File: config.mk
export PLATFORM = sky130hd
export DESIGN_NAME = ntt_bitrev_loader
export DESIGN_NICKNAME = d
export VERILOG_FILES = /design/src/rtl/ntt_bitrev_loader.sv
export SDC_FILE = /design/constraint.sdc
export NUM_CORES = 1
export LEC_CHECK = 0
export BUFFER_PORTS_ARGS = -buffer_cell sky130_fd_sc_hd__buf_2
export CAP_MARGIN = 20
export CORE_ASPECT_RATIO = 1.5
export CORE_MARGIN = 5
export CORE_UTILIZATION = 48
export CTS_CLUSTER_SIZE = 16
export DETAILED_ROUTE_END_ITERATION = 7
export PLACE_DENSITY = 0.78
export SLEW_MARGIN = 20
export SYNTH_ARGS = -nofsm -noshare
export SYNTH_HDL_FRONTEND = slang
export SYNTH_SLANG_ARGS = --single-unit
File: constraint.sdc
create_clock -name clk_i -period 2.2 [get_ports clk_i]
set_clock_uncertainty 0.15 [all_clocks]
set_input_delay 0.22 -clock clk_i [delete_from_list [all_inputs] [get_ports clk_i]]
set_output_delay 0.22 -clock clk_i [all_outputs]
set_load 0.02 [all_outputs]
File: src/rtl/ntt_bitrev_loader.sv
// Loads one RING_SIZE-coefficient frame and writes it across NUM_BANKS coefficient RAM banks in bit-reversed or natural order.
// One cycle from an accepted beat to its bank write. in_ready_o is high only in LOAD, and done_o pulses with the last write.
module ntt_bitrev_loader #(
  parameter int DATA_W    = 32,
  parameter int RING_SIZE = 256,
  parameter int NUM_BANKS = 2,
  localparam int LOG_N    = $clog2(RING_SIZE),
  localparam int LOG_B    = (NUM_BANKS > 1) ? $clog2(NUM_BANKS) : 0,
  localparam int AW       = LOG_N - LOG_B
) (
  input  logic                 clk_i,
  input  logic                 reset_ni,
  input  logic                 start_i,
  input  logic                 mode_bitrev_i,
  input  logic                 in_valid_i,
  input  logic [DATA_W-1:0]    in_data_i,
  output logic                 in_ready_o,
  output logic [NUM_BANKS-1:0] wr_en_o,
  output logic [AW-1:0]        wr_addr_o,
  output logic [DATA_W-1:0]    wr_data_o,
  output logic                 busy_o,
  output logic                 done_o
);

  typedef enum logic [1:0] {IDLE, LOAD, DONE} state_t;

  state_t                state_q, state_d;
  logic [LOG_N-1:0]      count_q, count_d;
  logic                  mode_q, mode_d;
  logic [NUM_BANKS-1:0]  wr_en_q, wr_en_d;
  logic [AW-1:0]         wr_addr_q, wr_addr_d;
  logic [DATA_W-1:0]     wr_data_q, wr_data_d;

  logic [LOG_N-1:0]      count_rev;
  logic [LOG_N-1:0]      idx;
  logic [LOG_N-1:0]      bank_sel;
  logic [NUM_BANKS-1:0]  bank_onehot;

  always_comb begin
    count_rev = '0;
    for (int i = 0; i < LOG_N; i++) begin
      count_rev[i] = count_q[LOG_N-1-i];
    end
  end

  // Bank comes from the top LOG_B index bits; with one bank the shift clears it to zero.
  assign idx         = mode_q ? count_rev : count_q;
  assign bank_sel    = idx >> AW;
  assign bank_onehot = NUM_BANKS'(1) << bank_sel;

  always_comb begin
    state_d   = state_q;
    count_d   = count_q;
    mode_d    = mode_q;
    wr_en_d   = '0;
    wr_addr_d = wr_addr_q;
    wr_data_d = wr_data_q;
    case (state_q)
      IDLE: begin
        if (start_i) begin
          state_d = LOAD;
          count_d = '0;
          mode_d  = mode_bitrev_i;
        end
      end
      LOAD: begin
        if (in_valid_i) begin
          wr_en_d   = bank_onehot;
          wr_addr_d = idx[AW-1:0];
          wr_data_d = in_data_i;
          if (count_q == LOG_N'(RING_SIZE - 1)) begin
            state_d = DONE;
          end else begin
            count_d = count_q + LOG_N'(1);
          end
        end
      end
      DONE:    state_d = IDLE;
      default: state_d = IDLE;
    endcase
  end

  always_ff @(posedge clk_i) begin
    if (!reset_ni) begin
      state_q   <= IDLE;
      count_q   <= '0;
      mode_q    <= 1'b1;
      wr_en_q   <= '0;
      wr_addr_q <= '0;
      wr_data_q <= '0;
    end else begin
      state_q   <= state_d;
      count_q   <= count_d;
      mode_q    <= mode_d;
      wr_en_q   <= wr_en_d;
      wr_addr_q <= wr_addr_d;
      wr_data_q <= wr_data_d;
    end
  end

  assign in_ready_o = (state_q == LOAD);
  assign busy_o     = (state_q != IDLE);
  assign done_o     = (state_q == DONE);
  assign wr_en_o    = wr_en_q;
  assign wr_addr_o  = wr_addr_q;
  assign wr_data_o  = wr_data_q;

endmodule

After elaboration in Yosys (flattened, before gate mapping)
Index checks and enable logic that the tools add are counted.

cells by class
  multiplexer cells = 9
  reductions and logical operators = 8
  shift-type cells = 1
  add/subtract/negate cells = 1
  equality and inequality tests = 7

operators with widths
  kind                 number
  $mux 8               4
  $pmux 8 s2           1
  $add 8x1->8 const B  1
  $eq 8x8->1 const B   1
  $mux 2               3
  $ne 2x2->1 const B   3
  $reduce_and 3->1     2
  $pmux 2 s2           1
  $reduce_and 2->1     2
  $reduce_and 4->1     1
  $reduce_bool 2->1    2
  $eq 2x1->1 const B   1
  $eq 2x2->1 const B   1
  $logic_not 2->1      1
  $ne 2x1->1 const B   1
  $shl 1x1->2 const A  1

storage, ports and cells
  register bits after elaboration = 52
  output and inout port bits = 44
  bits of input ports = 37

Depth between registers and ports, before layout
Gate-level depths: netlist of the first run.

  word-level depth = 4
  mapped depth = 7
  mapped depth without buffers = 5

Worst setup path before layout of the first run
Ideal clock, no wire load.

  path kind = register -> register
  from = reg state_q[0]
  to = reg count_q[5]
  path buffers = 2
  arrival = 1.355 ns
  stages on the path, launching flop included = 7
  setup slack = 0.579 ns
  data required time = 1.934 ns
  period minus slack after synthesis = 1.621 ns
  cell sequence = dfxtp_1 > buf_2 > nand2b_4 > a21o_1 > buf_6 > o311a_1 > a31o_1

on the way
  word-level cells in the longest chain between the ends = 3
  elaborated cells on any way between the ends = 8
  those cells by class = 4 x eq/ne; 1 x mux; 3 x reduce/logical

RTL lines
  item                                                                     RTL line  RTL
  start: declaration                                                       27        state_t state_q, state_d;
  start signal: assignment                                                 92        state_q <= state_d;
  $eq 2x1->1 / $logic_not 2->1 (equally long branches)                     58        case (state_q)
  $ne 2x2->1 (no source line) / $reduce_bool 2->1 (equally long branches)  n/a
  $reduce_and 4->1 (no source line)                                        n/a
  end signal: assignment                                                   93        count_q <= count_d;
  end: declaration                                                         28        logic [LOG_N-1:0] count_q, count_d;

Parallel ways exist; a longest one is shown, timed or not.
A chain may end at the register's enable or synchronous reset.

Worst setup path in the final report of the first run
  from = reg count_q[0]
  to = reg count_q[5]

on the way
  word-level cells in the longest chain between the ends = 4
  elaborated cells on any way between the ends = 7
  those cells by class = 1 x add/sub; 2 x eq/ne; 3 x mux; 1 x reduce/logical

RTL lines
  item         RTL line  RTL
  $add 8x1->8  74        count_d = count_q + LOG_N'(1);
  $mux 8       71        if (count_q == LOG_N'(RING_SIZE - 1)) begin
  $mux 8       67        if (in_valid_i) begin
  $pmux 8 s2   58

Parallel ways exist; a longest one is shown, timed or not. The select of a mux whose other input is x is not followed.

==> results.cfg, run 1 <==
[logic_synthesis]
ys_ff_latch = 52
synth_commonest_cells = nand2_1, dfxtp_1, a21oi_1, nor2_1, buf_2
ys_warn_count = 0
synth_nets = 287
syn_inst = 249
synthFlopType = dfxtp_1
synth.cell_area_um2 = 2053
async_reset_ff_share_pct = 0
ys_top_cells_by_area = dfxtp_1, nand2_1, a21oi_1, mux2i_1, a211oi_1
synth_cell_types = 38
synth_top_area_share_pct = 50.70
synthSimpleGateAreaFrac_pct = 22.18
synth-compound-area-share_pct = 17.49
synthMostInstantiatedCell = nand2_1
synth_top_family_by_area = simple AND/OR/NAND/NOR gates
synth_area_leader_cell = dfxtp_1
synth-xor-area-share_pct = 0
synth_enable_flop_cells = 0
synth.avg_cell_area_um2 = 8.246
ys_seq_area_share_pct = 50.70
synthAdderAreaFrac_pct = 0.6094
synthMuxAreaShare_pct = 3.900

[worst_setup_path]
cp.arrival_ns = 1.84
cp_cell_sequence = ha_1 > nand3_1 > nor3_2 > buf_4 > o311a_1 > a31o_1
reg2reg_to = count_q[5]
crit_start = count_q[0]
worstPathMaxFanout = 8
setup.worst_path.class = flip-flop to flip-flop
startpoint_type = flip-flop
worstPathRequired_ns = 2.24
cp-endpoint = count_q[5]
ff2ff_setup_slack_ns = 0.40
crit_path_top_delay_cell = dfxtp_1
setup.worst_path.end_class = flip-flop
slowest_delay_ns = 0.36
reg2reg_depth = 6
reg2reg_from = count_q[0]

[sta]
hold_viol = 0
clock.fmax_ghz = 0.5560
fin_crit_sh_pct = 81.75
setup_tns_ns = 0
fin_crit_ns = 1.799
setup_viol = 0
relSlewSlack_pct = 67.22
worst_pin_slew_ns = 0.4910
rsz0062_at_grt = no
finalMaxSlewViolations = 0

[clock_network]
path_clk_slew_ns = 0.09
cts_buffers = 5
cts_sinks = 52
cts_htree_levels = 2
post-cts-setup-buffers = 0
clock_path_buffers = 2
cts-root-buf = clkbuf_8
insertion_delay_ns = 0.29
cts_tree = done

[pwr]
power_frac_clock_pct = 28.7
comb_power_share_pct = 13.8
max-vdd-ir-drop_mv = 0.5463
switching_share_pct = 25.84
p_int_mw = 1.291
p_per_area_nw_per_um2 = 661.4
power.share.sequential_pct = 57.5
p_leak_nw = 1.205
p_sw_uw = 449.8

[global_routing]
grt_pass1_wl_mm = 8.583
globalRouteOverflowTotal = 0
grt_pass1_vias = 1903
grt_max_degree = 33
track_usage_pct = 17.83
antenna_found_initial = 0

[layout]
final_layout_size_suffix_gt1_share_pct = 29.52
nets = 370
antenna-diode-count = 0
areaGrowthSynthToFinish_pct = 28.15
postLayoutCoreUtil_pct = 63.06

[job]
max_cap_viol_count = 0

[floorplanning]
start_util_pct = 49.21
die_area_um2 = 5712
die_w_um = 63.40
io_pins = 81
die_height_um = 90.10
fp-row-count = 29
coreArea_um2 = 4173

[status]
status = finished clean

[drt]
remaining_drc_errors = 0
dr.pass1.iters = 5
vias = 1963
wl_per_cell_um = 13.67
drt-vias-per-instance = 5.193
drt-initial-drc-count = 71
drt_wl_total_mm = 5.167
ant_nets = 0

[placement]
dp_hpwl_mm = 3.670
placement.io_buffers = 80
place.gp.congestion = 0.9306

[worst_hold_path]
min_path_type = input port to flip-flop
[registers in the layout (all words and copies together) (netlist names)]
| name | cells |
|---|---|
| mode_q | 1 |
| state_q | 2 |
| count_q | 8 |
| wr_data_o | 32 |
| wr_en_o | 2 |
| wr_addr_o | 7 |
[power by group through the flow]
stage,clock network [mW],registers (mW),logic [mW]
finish,0.500,1.00,0.240
global route,0.553,1.01,0.263
CTS,0.518,1.00,0.241
detailed placement,0,1.02,0.230
global placement,0,1.02,0.228
floorplan,0,1.06,0.111
[layout by cell type, fill, tap and decap left out, drive strengths merged, types with 3 or more instances in the layout]
cell / count
o21ai: 6
inv: 3
nor3: 6
nand3: 3
a21oi: 35
mux2i: 8
dfxtp: 52
clkbuf: 6
nand2: 70
a211oi: 7
nor2: 13
buf: 87
a31oi: 3
dlygate4sd3: 8
[how the worst min path moves through the flow]
stage / from / end / slack (ns) / cells after the start
3_5_place_dp: wr_data_o[28] / wr_data_o[28] / 0.29 / 2
5_1_grt: in_data_i[19] / wr_data_o[19] / 0.003 / 3
3_3_place_gp: wr_data_o[8] / wr_data_o[8] / 0.29 / 2
2_1_floorplan: in_data_i[0] / wr_data_o[0] / 0.21 / 2
6_report: in_data_i[10] / wr_data_o[10] / 0.005 / 3
4_1_cts: in_data_i[19] / wr_data_o[19] / 0.001 / 3
[repair_timing]
action                                 CTS  global route
gates resized for setup                  0             0
endpoints found under the hold margin    7             1
hold buffers                             7             1
[cell type report]
cell class                 count  area [um2]
clock buffer                   6       72.57
clock inverter                 1       5.005
fill                         375        1541
inverter                       4       15.01
multi-input combinational    174       907.1
sequential                    52        1041
tap                           46       57.56
timing repair buffer          95       533.0
[stage by stage]
step / cells / area [um2] / setup WS (ns) / power [mW] / hold WS [ns]
floorplan: 249 / 2053 / 0.5795 / 1.167 / 0.2060
global placement: 363 / 2474 / 0.4447 / 1.250 / 0.2891
detailed placement: 363 / 2474 / 0.4058 / 1.254 / 0.2940
CTS: 377 / 2621 / 0.3985 / 1.760 / 0.001128
global route: 378 / 2631 / 0.2018 / 1.823 / 0.002882
finish: 378 / 2631 / 0.4015 / 1.740 / 0.004817
[cells by family (layout without fill, tap and decap cells)]
logic type	after synthesis	count (layout)
and+or+nand+nor	105	105
DFF	52	52
muxes	8	8
adders and majority gates	1	1
buffers and inverters	23	106
AOI/OAI and AO/OA	60	60
[per-layer routing]
metal  GRT usage, %  wire (um)
met5              0          0
met1          20.64       2065
met4          8.146        128
met2          30.93       2718
met3          3.367        254
[worst max-delay path: cells and delay by family (launching register included)]
family / cells / cell delay [ns]
adder cells (fa/ha/maj): 1 / 0.26
AO/OA/AOI/OAI: 2 / 0.52
AND/OR/NAND/NOR: 2 / 0.26
buffers and inverters: 1 / 0.15
flip-flops: 1 / 0.36
(Power assumes the default switching activity.)
==> run 2: changes to the inputs <==
CORE_UTILIZATION = 43   (was 48)
PLACE_DENSITY = 0.74   (was 0.78)
clock period = 1.5 ns   (was 2.2 ns; I/O delays follow)
==> results.cfg, run 2 (synthesis gave the netlist of run 1 again) <==
[status]
status = finished, violations left
violations = setup timing

[worst_setup_path]
ff2ff_setup_slack_ns = -0.06
cp.arrival_ns = 1.63
reg2reg_to = count_q[2]
setup.worst_path.class = flip-flop to flip-flop
startpoint_type = flip-flop
crit_start = count_q[0]
reg2reg_from = count_q[0]
cp-endpoint = count_q[2]
reg2reg_depth = 6
worstPathMaxFanout = 7
setup.worst_path.end_class = flip-flop
worstPathRequired_ns = 1.57

[sta]
finalMaxSlewViolations = 0
worst_pin_slew_ns = 0.3063
fin_crit_sh_pct = 104.0
hold_viol = 0
relSlewSlack_pct = 79.51
clock.fmax_ghz = 0.6411
setup_ws_ns = -0.05982
setup_viol = 3
rsz0062_at_grt = yes
fin_crit_ns = 1.560

[layout]
final_cell_mix = buf_2, nand2_1, dfxtp_1
regArea_um2 = 1052
multi_input_area_um2 = 978.4
num-fill-cells = 381
largest_register_ffs = 32
antenna-diode-count = 0
final_area_um2 = 3223
final_layout_size_suffix_gt1_share_pct = 36.41
finalNonFillerCells = 443
nets = 416
areaGrowthSynthToFinish_pct = 56.98
final_common_cell = buf_2

[placement]
placement.io_buffers = 80
place_inst = 397
place.gp.congestion = 0.8071
dpl_cell_area_um2 = 2663
dp_hpwl_mm = 3.988

[drt]
wl_per_cell_um = 14.46
vias = 2218
dr.pass1.iters = 4
drt_wl_total_mm = 6.404
remaining_drc_errors = 0
drt-initial-drc-count = 193
drt-vias-per-instance = 5.007
ant_nets = 0

[clock_network]
cts_tree = done
cts_sinks = 52
cts_htree_levels = 2
clock_path_buffers = 2
cts-root-buf = clkbuf_8
path_clk_slew_ns = 0.09
cts_buffers = 5
insertion_delay_ns = 0.30

[pwr]
p_per_area_nw_per_um2 = 852.6
power.total_mw = 2.748
p_leak_nw = 1.461
max-vdd-ir-drop_mv = 0.4841

[floorplanning]
io_pins = 81
coreArea_um2 = 4579
die_area_um2 = 6285
fp-row-count = 30
die_w_um = 66.42
die_height_um = 94.63
start_util_pct = 44.84

[job]
max_cap_viol_count = 0

[worst_hold_path]
min_path_type = input port to flip-flop

[global_routing]
grt_max_degree = 33
antenna_found_initial = 0
grt_pass1_vias = 2148
track_usage_pct = 20.63
globalRouteOverflowTotal = 0
grt_pass1_wl_mm = 9.942
-- run 2: where the power goes --
group          total (mW)  switching [mW]  internal (mW)
logic               0.482           0.254          0.229
registers            1.46          0.0278           1.43
clock network       0.806           0.437          0.369
total                2.75           0.719           2.03
-- run 2: stage by stage --
step                      setup TNS (ns)  hold slack [ns]  setup slack (ns)  util (%)
final                            -0.1097          0.04031          -0.05982     70.38
after global routing             -0.6823          0.03883           -0.1550     70.38
after CTS                       -0.09596          0.03339          -0.03039     68.93
after detailed placement         -0.1118           0.2479          -0.05001     58.14
after global placement                 0           0.2404          0.003630     58.14
after floorplan                  -0.4605           0.1360          -0.04476         -
-- run 2: layout make-up --
class / instances / area share (%)
Sequential cell: 52 / 32.65
Multi-Input combinational cell: 174 / 30.36
Clock buffer: 6 / 2.562
Inverter: 4 / 0.4658
Timing Repair Buffer: 141 / 31.17
Clock inverter: 2 / 0.3106
Tap cell: 64 / 2.484
-- run 2: how the worst min path moves through the flow --
stage	startpoint	end	slack (ns)	cells past startpoint
3_5_place_dp	in_data_i[30]	wr_data_o[30]	0.25	3
6_report	reset_ni	count_q[7]	0.04	2
4_1_cts	start_i	state_q[0]	0.03	3
5_1_grt	reset_ni	count_q[7]	0.04	2
3_3_place_gp	in_data_i[1]	wr_data_o[1]	0.24	3
2_1_floorplan	in_data_i[0]	wr_data_o[0]	0.14	2
-- run 2: timing repair --
action | CTS | global route
gates cloned | 1 | 0
setup endpoints to repair | 10 | 47
pin swaps | 1 | 9
resized for setup | 7 | 16
buffers inserted | 1 | 2
hold buffers | 34 | 0
endpoints found under the hold margin | 33 | 0
-- run 2: worst max-delay path, stage by stage (launching register included) --
cell	delay [ns]
dfxtp_4	0.37
ha_4	0.16
nand3_4	0.08
nor3_4	0.33
buf_4	0.18
o31ai_1	0.07
a21oi_1	0.14
-- run 2: metal layers --
metal	vias up	global-route usage [%]	routed length [um]
met4	0	10.68	236
met5	-	0	0
met3	20	4.286	264
met1	1032	21.40	2382
met2	64	37.95	3520
li1	1102	-	-
==> run 3: changes to the inputs <==
CORE_UTILIZATION = 51   (was 43)
PLACE_DENSITY = 0.82   (was 0.74)
clock period = 1.8 ns   (was 1.5 ns; I/O delays follow)
==> results.cfg, run 3 (synthesis gave the netlist of run 1 again) <==
[drt]
vias = 2132
remaining_drc_errors = 0
drt_wl_total_mm = 5.648
wl_per_cell_um = 13.91
drt-vias-per-instance = 5.251
drt-initial-drc-count = 141
ant_nets = 0
dr.pass1.iters = 4

[layout]
final_area_um2 = 2958
regArea_um2 = 1045
nets = 398
multi_input_area_um2 = 918.4
final_layout_size_suffix_gt1_share_pct = 29.92
final_cell_mix = buf_2, nand2_1, dfxtp_1
final_common_cell = buf_2
areaGrowthSynthToFinish_pct = 44.06
num-fill-cells = 299
antenna-diode-count = 0
largest_register_ffs = 32

[placement]
placement.io_buffers = 80
post-place-ws_ns = 0.03210
dp_hpwl_mm = 3.601
place.gp.congestion = 0.9402
dpl_cell_area_um2 = 2500

[worst_setup_path]
worstPathRequired_ns = 1.88
startpoint_type = flip-flop
worstPathMaxFanout = 8
setup.worst_path.class = flip-flop to flip-flop
cp.arrival_ns = 1.75
reg2reg_depth = 5
setup.worst_path.end_class = flip-flop

[floorplanning]
die_height_um = 87.71
coreArea_um2 = 3924
fp-row-count = 28
die_w_um = 61.81
io_pins = 81
die_area_um2 = 5421
start_util_pct = 52.33

[pwr]
p_leak_nw = 1.351
p_int_mw = 1.764
power.total_mw = 2.337
max-vdd-ir-drop_mv = 0.7684
p_sw_uw = 573.0
power.share.sequential_pct = 52.4
comb_power_share_pct = 14.7
p_per_area_nw_per_um2 = 790.0
power_frac_clock_pct = 32.9
switching_share_pct = 24.52

[sta]
rsz0062_at_grt = no
setup_viol = 0
setup_ws_ns = 0.1223
worst_pin_slew_ns = 0.5047
relSlewSlack_pct = 66.31
fin_crit_ns = 1.678
setup_tns_ns = 0
fin_crit_sh_pct = 93.20
finalMaxSlewViolations = 0
holdWs_ns = 0.009260
clock.fmax_ghz = 0.5961
hold_viol = 0

[worst_hold_path]
min_path_type = input port to flip-flop
min_path_cells = 2

[clock_network]
clock_path_buffers = 2
cts_htree_levels = 2
cts_sinks = 52
insertion_delay_ns = 0.30
cts_buffers = 5
cts_tree = done
cts-root-buf = clkbuf_8
path_clk_slew_ns = 0.09

[global_routing]
track_usage_pct = 21.20
antenna_found_initial = 0
grt_pass1_vias = 1983
grt_max_degree = 51
globalRouteOverflowTotal = 0
grt_pass1_wl_mm = 8.687

[job]
max_cap_viol_count = 0

[status]
status = finished clean
==> run 3: cell count changes in the layout (fill, tap and decap cells not counted), sizes merged <==
cell,change
buf,-15
dlygate4sd3,-2
bufbuf,-1
bufinv,+1
clkinv,-1
==> run 3: area by class of cell <==
cell class	count	share of cell area, %
tap	45	1.904
clock buffer	6	2.453
inverter	4	0.5076
timing repair buffer	123	27.58
clock inverter	2	1.184
multi-input combinational	174	31.05
sequential	52	35.32
==> run 3: metal layers <==
metal	GRT usage, %	wire, um	vias to the layer above
li1	-	-	1064
met1	21.37	1978	983
met2	39.37	3092	67
met3	5.015	373	18
met4	9.266	204	0
met5	0	0	-
==> run 3: path summary, 6_finish.rpt <==
check	startpoint	to	slack, ns
setup / recovery	count_q[5]	count_q[0]	0.12
hold / removal	reset_ni	mode_q	0.009
setup reg to reg	count_q[5]	count_q[0]	0.12
hold reg to reg	wr_data_o[6]	wr_data_o[6]	0.30
==> run 3: repair_timing <==
action,CTS,global route
hold buffers,32,0
resized for setup,0,6
buffers inserted,0,2
endpoints found under the hold margin,32,0
setup endpoints to repair,0,12
==> run 3: power by group through the flow <==
| stage | registers, mW | logic (mW) | clock network [mW] |
|---|---|---|---|
| after floorplan | 1.29 | 0.136 | 0 |
| after global routing | 1.23 | 0.373 | 0.836 |
| after global placement | 1.25 | 0.281 | 0 |
| after CTS | 1.22 | 0.341 | 0.791 |
| final | 1.22 | 0.344 | 0.769 |
| after detailed placement | 1.25 | 0.286 | 0 |
==> run 3: worst max-delay path, stage by stage, from the launching register on <==
cell and delay, ns:
dfxtp_1 0.48, nand4_1 0.26, nor3_4 0.32, buf_4 0.16
o21ai_0 0.10, a21oi_1 0.14
==> run 3: through the flow <==
step	cells	util [%]
6_report	406	75.38
5_1_grt	406	75.38
4_1_cts	404	74.62
3_5_place_dp	364	63.71
3_3_place_gp	364	63.71
2_1_floorplan	249	-
